`config.mk`:
```
export PLATFORM = sky130hd
export DESIGN_NAME = spi_bus_arbiter
export DESIGN_NICKNAME = d
export VERILOG_FILES = /design/src/rtl/spi_bus_arbiter.sv
export SDC_FILE = /design/constraint.sdc
export NUM_CORES = 1
export LEC_CHECK = 0
export CELL_PAD_IN_SITES_DETAIL_PLACEMENT = 1
export CELL_PAD_IN_SITES_GLOBAL_PLACEMENT = 2
export CORE_MARGIN = 1
export CORE_UTILIZATION = 31
export DETAILED_ROUTE_END_ITERATION = 10
export GPL_TIMING_DRIVEN = 0
export HOLD_SLACK_MARGIN = 0.15
export PLACE_DENSITY = 0.92
export SYNTH_ARGS = -nofsm -noshare
export SYNTH_HDL_FRONTEND = slang
export SYNTH_SLANG_ARGS = --single-unit
export TNS_END_PERCENT = 5
```
`constraint.sdc`:
```
create_clock -name clk -period 4.4 [get_ports clk]
set_input_delay 0.88 -clock clk [delete_from_list [all_inputs] [get_ports clk]]
set_output_delay 0.88 -clock clk [all_outputs]
set_load 0.05 [all_outputs]
```
`src/rtl/spi_bus_arbiter.sv`:
```
// Round-robin owner of a shared SPI bus between AMP, ADC and DAC slave engines.
// Sequences select setup, a GO pulse, a DONE wait with timeout, and a bus release gap.
module spi_bus_arbiter #(
    parameter int SETUP_CYC = 1,
    parameter int TIMEOUT   = 255
) (
    input  logic       clk,
    input  logic       rst,
    input  logic [2:0] req,
    output logic [2:0] grant,
    output logic [1:0] select,
    output logic       GO_AMP,
    output logic       GO_ADC,
    output logic       GO_DAC,
    input  logic       DONE_AMP,
    input  logic       DONE_ADC,
    input  logic       DONE_DAC,
    output logic [2:0] ack,
    output logic [2:0] err,
    output logic       busy,
    output logic [2:0] dbg_state
);

    localparam logic [2:0] S_IDLE    = 3'd0;
    localparam logic [2:0] S_SETUP   = 3'd1;
    localparam logic [2:0] S_GO      = 3'd2;
    localparam logic [2:0] S_ARM     = 3'd3;
    localparam logic [2:0] S_WAIT    = 3'd4;
    localparam logic [2:0] S_RELEASE = 3'd5;

    logic [2:0] state_q, state_d;
    logic [2:0] grant_q, grant_d;
    logic [1:0] select_q, select_d;
    logic [1:0] last_q, last_d;
    logic [3:0] setup_cnt_q, setup_cnt_d;
    logic [7:0] tmo_cnt_q, tmo_cnt_d;

    logic [1:0] win_idx;
    logic       win_found;
    logic [1:0] idx;
    logic       done_sel;

    // Search starts one past the previous owner and wraps 0->1->2->0.
    always_comb begin
        win_idx   = 2'd0;
        win_found = 1'b0;
        idx       = last_q;
        for (int k = 0; k < 3; k++) begin
            idx = (idx == 2'd2) ? 2'd0 : idx + 2'd1;
            if (!win_found && req[idx]) begin
                win_found = 1'b1;
                win_idx   = idx;
            end
        end
    end

    assign done_sel = |(grant_q & {DONE_DAC, DONE_ADC, DONE_AMP});

    always_comb begin
        state_d     = state_q;
        grant_d     = grant_q;
        select_d    = select_q;
        last_d      = last_q;
        setup_cnt_d = setup_cnt_q;
        tmo_cnt_d   = tmo_cnt_q;
        case (state_q)
            S_IDLE: begin
                if (win_found) begin
                    grant_d     = 3'b001 << win_idx;
                    select_d    = win_idx + 2'd1;
                    setup_cnt_d = 4'(SETUP_CYC - 1);
                    state_d     = S_SETUP;
                end
            end
            S_SETUP: begin
                if (setup_cnt_q == 4'd0) begin
                    state_d = S_GO;
                end else begin
                    setup_cnt_d = setup_cnt_q - 4'd1;
                end
            end
            S_GO: state_d = S_ARM;
            S_ARM: begin
                tmo_cnt_d = 8'(TIMEOUT);
                state_d   = S_WAIT;
            end
            S_WAIT: begin
                // Bus is dropped on entry to RELEASE so select is already 0 there;
                // the owner index is captured here while select still holds it.
                if (done_sel || tmo_cnt_q == 8'd0) begin
                    last_d   = select_q - 2'd1;
                    grant_d  = 3'b000;
                    select_d = 2'd0;
                    state_d  = S_RELEASE;
                end else begin
                    tmo_cnt_d = tmo_cnt_q - 8'd1;
                end
            end
            S_RELEASE: state_d = S_IDLE;
            default: begin
                grant_d  = 3'b000;
                select_d = 2'd0;
                state_d  = S_IDLE;
            end
        endcase
    end

    always_ff @(posedge clk) begin
        if (rst) begin
            state_q     <= S_IDLE;
            grant_q     <= 3'b000;
            select_q    <= 2'd0;
            last_q      <= 2'd2;
            setup_cnt_q <= 4'd0;
            tmo_cnt_q   <= 8'd0;
        end else begin
            state_q     <= state_d;
            grant_q     <= grant_d;
            select_q    <= select_d;
            last_q      <= last_d;
            setup_cnt_q <= setup_cnt_d;
            tmo_cnt_q   <= tmo_cnt_d;
        end
    end

    assign grant     = grant_q;
    assign select    = select_q;
    assign GO_AMP    = (state_q == S_GO) && grant_q[0];
    assign GO_ADC    = (state_q == S_GO) && grant_q[1];
    assign GO_DAC    = (state_q == S_GO) && grant_q[2];
    // DONE outranks a timeout expiring in the same WAIT cycle.
    assign ack       = (state_q == S_WAIT && done_sel) ? grant_q : 3'b000;
    assign err       = (state_q == S_WAIT && !done_sel && tmo_cnt_q == 8'd0) ? grant_q : 3'b000;
    assign busy      = (state_q != S_IDLE);
    assign dbg_state = state_q;

endmodule

```
Yosys cells after proc, flatten, opt, wreduce, memory -nomap -nowiden
Cells that the tools add are included. W data, S select, Z words.

Register bits after elaboration: 22. Output and inout port bits: 18. Logic and storage cells: 89.

Add/sub/neg operators: 7. Order comparisons: 3. Equality and inequality tests: 13. Shift-type cells: 1. Mux-type cells: 32. Bitwise operators: 2. Reduce and logical (&&, ||, !) cells: 25.

Operators with widths (number): $mux W3 (7); $mux W2 (8); $pmux W8 S2 (1); $pmux W3 S5 (1); $ne A2 B2 Y1 const B (5); $lt A2 B3 Y1 const B (3); $pmux W3 S3 (1); $reduce_and A3 Y1 (3); $add A2 B1 Y2 const B (4); $logic_and A1 B1 Y1 (8); $logic_not A8 Y1 (1); $mux W4 (2); $mux W8 (1); $pmux W4 S2 (1); $sub A8 B1 Y8 const B (1); $bmux W1 S2 (3); $eq A2 B2 Y1 const B (3); $eq A3 B2 Y1 const B (2); $eq A3 B3 Y1 const B (2); $mux W1 (6); $pmux W2 S3 (1); $logic_not A4 Y1 (1); $reduce_and A2 Y1 (2); $reduce_bool A2 Y1 (2); other kinds (12) (14).

Longest topological paths before layout
Depth in word-level cells: 14. Mapped depth: 7.

Worst setup path after synthesis
No wires, ideal clock.

Path type: register to output. Start: register state_q[1], in the netlist dbg_state[1]. End: output port GO_DAC. Arrival: 2570 ps. Data required time: 3520 ps. Slack: 950 ps. Stages on the path, launching flop included: 3. Path buffers: 0. Cells stage by stage: dfxtp_1 > inv_1 > nor4b_1.

Word-level cells in the longest chain between the ends: 2.

RTL lines: start, declared (RTL line 31) `logic [2:0] state_q, state_d;`; start signal, assigned (RTL line 117) `state_q <= state_d;`; $eq A3 B2 Y1 (RTL line 130) `assign GO_DAC = (state_q == S_GO) && grant_q[2];`; $logic_and A1 B1 Y1 (RTL line 130); end, declared (RTL line 14) `output logic GO_DAC,`.

No other way between the ends.

Worst setup path in the final report
Start: input port DONE_AMP. End: output port err[2].

Word-level cells in the longest chain between the ends: 6.

RTL lines: start, declared (RTL line 15) `input logic DONE_AMP,`; $and A3 B3 Y3 (RTL line 57) `assign done_sel = |(grant_q & {DONE_DAC, DONE_ADC, DONE_AMP});`; $reduce_or A3 Y1 (RTL line 57); $logic_not A1 Y1 (RTL line 133) `assign err = (state_q == S_WAIT && !done_sel && tmo_cnt_q == 8'd0) ? grant_q : 3'b000;`; $logic_and A1 B1 Y1 (2 in series) (RTL line 133); $mux W3 (RTL line 133); end, declared (RTL line 19) `output logic [2:0] err,`.

No other way between the ends.

==> metrics.log <==
[metrics] run status: finished clean
[metrics] clock root buffer: sky130_fd_sc_hd__clkbuf_8
[metrics] number of levels the H-tree was split into: 1
[metrics] end point of the most critical hold path: setup_cnt_q[2]$_SDFFE_PP0P_
[metrics] Vias/cell: 5.38
[metrics] RSZ-0062 raised after global routing: false
[metrics] Iteration-0 DRC Markers: 68
[metrics] Die X-Extent: between 60 and 70 µm
[metrics] startpoint-to-endpoint class of the critical path: input pin to output port
[metrics] count of endpoints failing setup in the final report: 0
[metrics] Post-synth top cells: 22 x sky130_fd_sc_hd__dfxtp_1, 17 x sky130_fd_sc_hd__nor2_1, 16 x sky130_fd_sc_hd__a21oi_1
[metrics] mean instance size in the synthesized netlist: around 8.2 µm²
[metrics] global route overflow: 0
[metrics] type of destination of the critical path: output port
[metrics] Post-DRT Antenna Nets: 0
[metrics] Row Count: 22
[metrics] sequential area share after synthesis: 0.351
[metrics] Initial Util: 0.333
[metrics] CTS Hold Bufs: 0
[metrics] Final Total Pwr: between 0.0009 and 0.001 W
[metrics] antenna violations before repair: 0
[metrics] total die area: ~4300 µm²
[metrics] post-synthesis async set-or-reset flop share: 0
[metrics] startpoint of the most critical hold path: setup_cnt_q[2]$_SDFFE_PP0P_
[metrics] CTS buffer count: 3
[metrics] arrival time at the worst endpoint: roughly 3.2 ns
[metrics] slew margin rel.: 0.596
[metrics] setup slack on the worst flop-to-flop path: ~2.5 ns
[metrics] weighted congestion reported at the end of routability-driven placement: between 0.8 and 0.9
[metrics] Final min period: between 4 and 5 ns
[metrics] final worst-path cycle share: 0.920
[metrics] count of flip-flops with a built-in enable after synthesis: 0
[metrics] Reg-to-Reg End: tmo_cnt_q[1]$_SDFFE_PP0P_
[metrics] via count of the routed design: between 1000 and 1500
[metrics] clk_skew: ~0.016 ns
[metrics] area added between synthesis and finish: 29.1%
[metrics] instance count along the most critical hold path: 2
[metrics] Slew @ Worst Pin: about 0.60 ns
[metrics] synthesis warning total: 0
[metrics] port bufs: 25
[metrics] fraction of final layout cells with drive strength greater than 1: 0.0874
[metrics] worst min-delay path category: flop to flop
[metrics] count of max-cap constraint violations: 0
[metrics] Final Hold Fails: 0
[metrics] worst slack at placement: 0.371 ns
[metrics] vias in the first global route: 1292
[metrics] standard cell core area: ~3800 µm²
[metrics] Post-CTS Setup Inserts: 0
[metrics] cell count of the worst reg-to-reg path: 7
[metrics] most frequent cell after synthesis: sky130_fd_sc_hd__dfxtp_1
[metrics] highest clock frequency the design can meet: 247 MHz
[metrics] biggest area consumer among synthesized cells: sky130_fd_sc_hd__dfxtp_1
[metrics] number of gates given a new drive strength after cts: 0
[metrics] number of nets in the finished design: 198
[metrics] first-pass GRT wire length: just over 6000 µm
[metrics] post-detailed-route DRC marker count: 0
[metrics] global-route total usage across every layer: 0.189
[metrics] Peak supply drop: ~240 µV
[metrics] cell types occupying the most area after synthesis: sky130_fd_sc_hd__dfxtp_1 35%, sky130_fd_sc_hd__a21oi_1 6.4%, sky130_fd_sc_hd__ha_1 6.0%, sky130_fd_sc_hd__nor2_1 5.1%, sky130_fd_sc_hd__o21ai_0 4.4%
[metrics] endpoint required time on the critical path: between 3 and 4 ns
[metrics] I/O pin count: 26
[metrics] HPWL after detailed placement: between 2000 and 3000 µm
[metrics] count of state elements after synthesis: 22
[metrics] wire per inst: 15.8 µm
[metrics] synth unique cells: 38
[metrics] Mapped Area: approximately 1300 µm²
[metrics] Worst R2R Start: grant[0]$_SDFFE_PP0P_
[metrics] share of Yosys cell area claimed by the top area cell type: 0.351
[metrics] clock slew at reported path FFs: about 0.07 ns
[metrics] startpoint type of the worst setup path: input pin
[metrics] number of clock sinks: 22
[metrics] Skew-Pair Late Insertion Delay: approximately 0.27 ns
[metrics] Syn Inst Count: between 150 and 200
[metrics] placed cell area: 1570 µm²
[metrics] clock tree from TritonCTS: done
[metrics] total negative setup slack: 0 ns
[metrics] final non-filler cell area: around 1600 µm²
[metrics] count of final max-slew check failures: 0
[metrics] post-synthesis net count: approximately 170
[metrics] top flip-flop cell by instance count after synthesis: sky130_fd_sc_hd__dfxtp_1
[metrics] leakage component of the power: between 0.5 and 0.6 nW
[metrics] CTS max path bufs: 2
[metrics] # diodes: 0
[metrics] Pre-Repair DR Iteration Count: 4
[metrics] pin count of the biggest net entering global routing: 13
[metrics] power per standard cell area: a little under 600 nW/µm²
[metrics] die extent in y: 65.7 µm
[metrics] maximum fanout along the worst path: 10
[metrics] DRT Wirelength: about 3700 µm
[metrics] crit path setup slack, layout: around 0.35 ns
critical path: stages:
cell and delay (ns):
sky130_fd_sc_hd__clkdlybuf4s50_1 0.41, sky130_fd_sc_hd__a222oi_1 0.52, sky130_fd_sc_hd__and3_1 0.26, sky130_fd_sc_hd__buf_6 0.14
sky130_fd_sc_hd__and3_2 0.17, sky130_fd_sc_hd__clkdlybuf4s50_1 0.79
through the flow:
| step | util | hold slack (ns) | std cells |
|---|---|---|---|
| 2_1_floorplan | - | 0.466 | 154 |
| 3_3_place_gp | 0.415 | 0.486 | 227 |
| 3_5_place_dp | 0.415 | 0.515 | 227 |
| 4_1_cts | 0.430 | 0.523 | 231 |
| 5_1_grt | 0.430 | 0.555 | 231 |
| 6_report | 0.430 | 0.517 | 231 |
worst max path at each step:
stage,startpoint,to,slack (ns)
floorplan,dbg_state[1]$_SDFFE_PP0P_,GO_DAC,0.95
CTS,DONE_AMP,err[2],0.36
global route,DONE_AMP,err[1],0.24
finish,DONE_AMP,err[2],0.35
global placement,DONE_AMP,err[0],0.37
detailed placement,DONE_AMP,err[2],0.37
kinds of logic after synthesis:
group           synth area share
compound gates             0.194
xor+xnor                  0.0418
fa+ha+maj                 0.0598
buf+inv                   0.0568
flops                      0.351
simple gates               0.297
flip-flops by register name, indices dropped and copies added, names as in the netlist:
| name | cells |
|---|---|
| dbg_state | 3 |
| grant | 3 |
| last_q | 2 |
| select | 2 |
| setup_cnt_q | 4 |
| tmo_cnt_q | 8 |
layout by cell type, fill, tap and decap left out, types with 2 or more instances in the layout:
master                            count
sky130_fd_sc_hd__nand2_1              9
sky130_fd_sc_hd__clkbuf_1             4
sky130_fd_sc_hd__clkdlybuf4s50_1     25
sky130_fd_sc_hd__a211oi_1             4
sky130_fd_sc_hd__and2_1               2
sky130_fd_sc_hd__buf_6                2
sky130_fd_sc_hd__ha_1                 6
sky130_fd_sc_hd__nand4_1              4
sky130_fd_sc_hd__a22oi_1              2
sky130_fd_sc_hd__inv_1                9
sky130_fd_sc_hd__o21ai_0             11
sky130_fd_sc_hd__xor2_1               5
sky130_fd_sc_hd__nor2_1              17
sky130_fd_sc_hd__and3_1               4
sky130_fd_sc_hd__a21oi_1             16
sky130_fd_sc_hd__nand3_1              2
sky130_fd_sc_hd__and3_2               4
sky130_fd_sc_hd__or3_1                2
sky130_fd_sc_hd__nor2b_1              3
sky130_fd_sc_hd__dfxtp_1             22
sky130_fd_sc_hd__clkbuf_8             4
sky130_fd_sc_hd__nor3_1               8
layer usage:
metal / vias up / global-route usage / share of wire
met5: - / 0 / 0
met4: 0 / 0.0462 / 0.0068
met3: 4 / 0.0365 / 0.031
met2: 23 / 0.333 / 0.49
met1: 605 / 0.231 / 0.47
li1: 610 / - / -
report_power, final:
group | internal (W) | total, W | switching (W) | leakage, nW
clock network | 0.0000800 | 0.000151 | 0.0000711 | 0.0288
logic | 0.000178 | 0.000496 | 0.000318 | 0.380
registers | 0.000244 | 0.000303 | 0.0000593 | 0.179
layout make-up:
class	instances	area [µm²]
Buffer	6	37.5
Sequential cell	22	440
Clock buffer	4	55.1
Inverter	9	33.8
Timing Repair Buffer	25	250
Tap cell	48	60.1
Fill cell	453	2150
Multi-Input combinational cell	117	744
No activity file was read; power rests on OpenSTA's default activity.
